$ cat src/rtl/div_ctrl.sv
// div_ctrl: restoring-divider sequencer for DIV/DIVU with pipeline stall and exception cancel.
// Optional DIV_ZERO_FAST_EN: a zero divisor skips the iterations and finishes in one cycle.
module div_ctrl #(
  parameter int WIDTH = 32
) (
  input  logic               clk,
  input  logic               rst,
  input  logic               div_startE,
  input  logic               div_signedE,
  input  logic [WIDTH-1:0]   opaE,
  input  logic [WIDTH-1:0]   opbE,
  input  logic               cancel,
  output logic               div_stallE,
  output logic               div_readyE,
  output logic [2*WIDTH-1:0] hiloE
);
  localparam int CW = $clog2(WIDTH);
  typedef enum logic [1:0] {IDLE, BUSY, DONE} state_t;
  state_t state, stateNext;
  logic [CW-1:0] count;
  logic [WIDTH-1:0] rem, quo, divisor, dividendRaw, absA, absB, remStep, quoStep;
  logic [WIDTH:0] trial, diff;
  logic quoNeg, remNeg, divZero, start, lastStep, fastZero;
  logic [2*WIDTH-1:0] result;
`ifdef DIV_ZERO_FAST_EN
  assign fastZero = (opbE == '0);
`else
  assign fastZero = 1'b0;
`endif
  assign start = div_startE & ~cancel;
  assign lastStep = (state == BUSY) & ~cancel & (count == CW'(WIDTH-1));
  assign absA = (div_signedE & opaE[WIDTH-1]) ? -opaE : opaE;
  assign absB = (div_signedE & opbE[WIDTH-1]) ? -opbE : opbE;
  // rem < divisor holds between steps, so a borrow shows up in the extra top bit
  always_comb begin
    trial = {rem, quo[WIDTH-1]};
    diff = trial - {1'b0, divisor};
    remStep = diff[WIDTH] ? trial[WIDTH-1:0] : diff[WIDTH-1:0];
    quoStep = {quo[WIDTH-2:0], ~diff[WIDTH]};
    result = divZero ? {dividendRaw, {WIDTH{1'b1}}}
                     : {remNeg ? -remStep : remStep, quoNeg ? -quoStep : quoStep};
  end
  always_comb begin
    stateNext = state;
    div_stallE = 1'b0;
    div_readyE = 1'b0;
    unique case (state)
      IDLE: begin
        stateNext = start ? (fastZero ? DONE : BUSY) : IDLE;
        div_stallE = rst & start;
      end
      BUSY: begin
        stateNext = cancel ? IDLE : (lastStep ? DONE : BUSY);
        div_stallE = rst & ~cancel;
      end
      DONE: begin
        stateNext = IDLE;
        div_readyE = rst & ~cancel;
      end
      default: stateNext = IDLE;
    endcase
  end
  always_ff @(posedge clk or negedge rst)
    if (!rst) state <= IDLE;
    else state <= stateNext;
  always_ff @(posedge clk or negedge rst)
    if (!rst) begin
      count <= '0;
      rem <= '0;
      quo <= '0;
      divisor <= '0;
      dividendRaw <= '0;
      quoNeg <= 1'b0;
      remNeg <= 1'b0;
      divZero <= 1'b0;
      hiloE <= '0;
    end else if (state == IDLE && start) begin
      count <= '0;
      rem <= '0;
      quo <= absA;
      divisor <= absB;
      dividendRaw <= opaE;
      quoNeg <= div_signedE & (opaE[WIDTH-1] ^ opbE[WIDTH-1]);
      remNeg <= div_signedE & opaE[WIDTH-1];
      divZero <= (opbE == '0);
      if (fastZero) hiloE <= {opaE, {WIDTH{1'b1}}};
    end else if (state == BUSY && !cancel) begin
      rem <= remStep;
      quo <= quoStep;
      count <= count + 1'b1;
      if (lastStep) hiloE <= result;
    end
endmodule

$ cat config.mk
export PLATFORM = sky130hd
export DESIGN_NAME = div_ctrl
export DESIGN_NICKNAME = d
export VERILOG_FILES = /design/src/rtl/div_ctrl.sv
export SDC_FILE = /design/constraint.sdc
export NUM_CORES = 1
export LEC_CHECK = 0
export CAP_MARGIN = 10
export CORE_ASPECT_RATIO = 0.8
export CORE_MARGIN = 2
export CORE_UTILIZATION = 53
export CTS_BUF_LIST = sky130_fd_sc_hd__clkbuf_8 sky130_fd_sc_hd__clkbuf_16
export DETAILED_ROUTE_END_ITERATION = 6
export PLACE_DENSITY = 0.78
export SYNTH_ARGS = -nofsm -noshare
export SYNTH_HDL_FRONTEND = slang
export SYNTH_SLANG_ARGS = --single-unit
export TNS_END_PERCENT = 50
$ cat constraint.sdc
create_clock -name clk -period 5.8 [get_ports clk]
set_input_delay 1.45 -clock clk [delete_from_list [all_inputs] [get_ports clk]]
set_output_delay 1.45 -clock clk [all_outputs]
set_load 0.02 [all_outputs]
==> results.md <==
* Yosys reg bits at around 200
* Worst r2r path cells at 22
* Crit path DAT at 5.91 ns
* Clock Sink Count at between 200 and 250
* R2r endpoint: hiloE[58]$_DFFE_PN0P_
* Top sig layer: met5
* Synth cell types at 84
* Vias in the first global route at approximately 12000
* Synth area leaders: dfrtp_1, nand2_1, o21ai_0
* Worst Setup Path Type: reg2reg
* Crit path launch: quo[31]$_DFFE_PN0P_
* Via/cell ratio at between 6 and 7
* Num CTS Buffers at 22
* Measured slew at the worst slew-check pin at 1.03 ns
* Hold depth at 2
* Syn Area/Cell at roughly 8.1 um2
* Initial Utilization at 0.540
* FMAX at around 180 MHz
* Critical path's largest stage delay at between 0.5 and 0.6 ns
* Post-Synthesis Cells at roughly 1700
* Dominant cell type by area after synthesis: dfrtp_1
* Global-route wire length before repair at 65300 um
* Layout Nets at 1880
* Crit path to: hiloE[58]$_DFFE_PN0P_
* Post-Place Setup Slack at between 0.3 and 0.4 ns
* RePlAce Congestion at between 0.9 and 1
* CTS tree: yes
* Share of layout cells above drive strength 1 at 0.0515
* Peak VDD IR at roughly 0.33 mV
* Most common cell in the netlist: nand2_1
* Placed Cells at just over 2000
* Largest net degree at the start of global routing at between 150 and 200
* IO Count at roughly 140
* Total grt overflow at 0
* Post-synthesis sequential area ratio at 0.370
* R2R setup slack at 0.28 ns
* Insertion delay to the later sink of the worst-skew pair at approximately 0.53 ns
* Residual DRC at 0
* Synthesized area at 13700 um2
* Initial antenna violation count at 1
* Post-synthesis async set-or-reset flop share at 1.00
* Final setup violation count at 0
* Final non-filler cell total at around 2100
* Placeable Area at 25300 um2
* Post-route setup slack at approximately 0.28 ns
* Fin. Hold Viols at 0
* Die X at 184 um
* Final WL at 40800 um
* All-layer global routing usage at 0.301
* Crit share post-route at 0.951
* Cell Chain, Critical Path: inv_1, ha_1, inv_1, fa_1, a21o_1, a221oi_4, buf_12, a2bb2oi_2, a21oi_1, a211oi_4, inv_2, mux2i_1, ha_2, nand2_1, a211oi_1, nand3b_1, mux2_4, or2_4, or4_4, o31a_1, and3_1, or3_1
* Setup Skew at ~0.021 ns
* Syn-to-layout area delta at 16.7%
* Power Total at approximately 7800 uW
* Std cell rows at 52
* Clk pin slew, worst setup/hold paths at around 0.06 ns
* Number of antenna diodes at 0
* Top_reg_cell synth: dfrtp_1
* CP most frequent cell: inv_1
* Root Buffer: clkbuf_16
* M1 wire length at approximately 18000 um
* Req. time, crit path at slightly above 6 ns
* Slowest-stage cell, CP: or4_4
* Top cells by count, synth: nand2_1, dfrtp_1, o21ai_0
* Synth warnings at 0
* CP endpoint kind: register
* Hold-fix buffers, CTS at 0
* Final instance area at between 15000 and 20000 um2
* Final-report max-slew violation count at 0
* Drt pass-1 iters at 5
* Drt wl/cell at around 19 um
* Unrepaired setup endpoints after global routing: false
* Worst hold-check path type: reg2reg
* Leakage at around 0.0069 uW
* Longest Clk Path Bufs at 3
* Crit Path Max Fanout at 8
* Max-slew headroom at 0.310
* Final ANT Viol Nets at 0
* H-tree depth at 1
* DIE HEIGHT at between 100 and 150 um
* DR WL met3 at around 3600 um
* Max cap viols at 0
* Post-route setup TNS at 0 ns
* Pwr/cell area at between 400 and 500 nW/um2
* Placed Area at 15200 um2
* DP HPWL at 29600 um
* PortBufs at 134
* Min Clock Period, post-route at around 5.5 ns
* Via count at approximately 13000
* Fill cell count at 2209
* DIE AREA at between 20000 and 30000 um2
* Top cell type's share of synthesized area at 0.370
* Number of flops mapped to enable cells by yosys at 0
* Synth Net Count at 1801
* CP startpoint kind: register
* Status: finished clean
* Metal2 WL at 17800 um
* DR iter-0 viols at 1201
* Crit Reg-Reg Startpoint: quo[31]$_DFFE_PN0P_
metal layers:
| metal | up-vias | track usage |
|---|---|---|
| met4 | 2 | 0.0732 |
| met2 | 592 | 0.458 |
| li1 | 6152 | - |
| met3 | 75 | 0.0510 |
| met5 | - | 0 |
| met1 | 6282 | 0.449 |
worst min path at each step:
stage	from	endpoint	slack, ns
after floorplan	dividendRaw[16]$_DFFE_PN0P_	dividendRaw[16]$_DFFE_PN0P_	0.44
after global placement	hiloE[25]$_DFFE_PN0P_	hiloE[25]$_DFFE_PN0P_	0.45
after detailed placement	dividendRaw[27]$_DFFE_PN0P_	dividendRaw[27]$_DFFE_PN0P_	0.46
after CTS	hiloE[25]$_DFFE_PN0P_	hiloE[25]$_DFFE_PN0P_	0.48
after global routing	hiloE[61]$_DFFE_PN0P_	hiloE[61]$_DFFE_PN0P_	0.50
final	hiloE[25]$_DFFE_PN0P_	hiloE[25]$_DFFE_PN0P_	0.47
metrics by stage:
| step | util | hold slack (ns) |
|---|---|---|
| 2_1_floorplan | - | 0.438 |
| 3_5_place_dp | 0.600 | 0.459 |
| 5_1_grt | 0.630 | 0.495 |
| 6_report | 0.630 | 0.470 |
| 4_1_cts | 0.629 | 0.476 |
| 3_3_place_gp | 0.600 | 0.454 |
registers in the layout, indices dropped and copies added, names as in the netlist, 2 cells and up:
register and count:
dividendRaw 32, count 5, divisor 32, state 2
quo 32, hiloE 64, rem 32
cell usage in the layout, fill, tap and decap left out, drive strengths merged, types with 11 or more instances in the layout:
cell type / n
nor2: 138
xnor2: 53
dfrtp: 202
clkdlybuf4s50: 133
or4: 12
mux2: 11
nand2b: 11
o31ai: 26
clkbuf: 28
inv: 59
xor2: 71
o41ai: 17
and3: 25
nor4: 13
nand3: 28
and2: 15
a31oi: 42
nand4: 23
nor3: 37
o21ai: 155
nand2: 316
a21oi: 114
buf: 19
ha: 38
or3: 32
mux2i: 39
power by group:
part	internal [uW]	total, uW	switching, uW
Clock	862	1470	610
Sequential	1640	1930	286
Combinational	1680	4430	2750
logic make-up after synthesis:
kind of cell               share of synthesized area
xor gates and xnor gates                      0.0794
DFF                                            0.370
and+or+nand+nor                                0.225
buffers and inverters                         0.0456
muxes                                         0.0379
adders and majority gates                     0.0362
AOI/OAI and AO/OA                              0.206
cell type report:
| type | instances | area [um2] | area share |
|---|---|---|---|
| clock buffer | 27 | 631 | 0.0395 |
| clock inverter | 12 | 121 | 0.00761 |
| inverter | 56 | 210 | 0.0132 |
| multi-input combinational | 1337 | 8020 | 0.503 |
| sequential | 202 | 5050 | 0.317 |
| tap | 324 | 405 | 0.0254 |
| timing repair buffer | 153 | 1510 | 0.0948 |
timing repair:
item | 4_1_cts | 5_1_grt
gates resized for setup | 0 | 1
buffers inserted | 0 | 1
endpoints found under the setup margin | 0 | 2
critical path: cells and delay by family, from the launching register on:
kind	cells	cell delay [ns]
and+or+nand+nor	6	1.47
muxes	2	0.60
AOI/OAI and AO/OA	7	1.62
adders and majority gates	3	0.87
DFF	1	0.40
buffers and inverters	4	0.41
No activity file was read; power rests on OpenSTA's default activity.
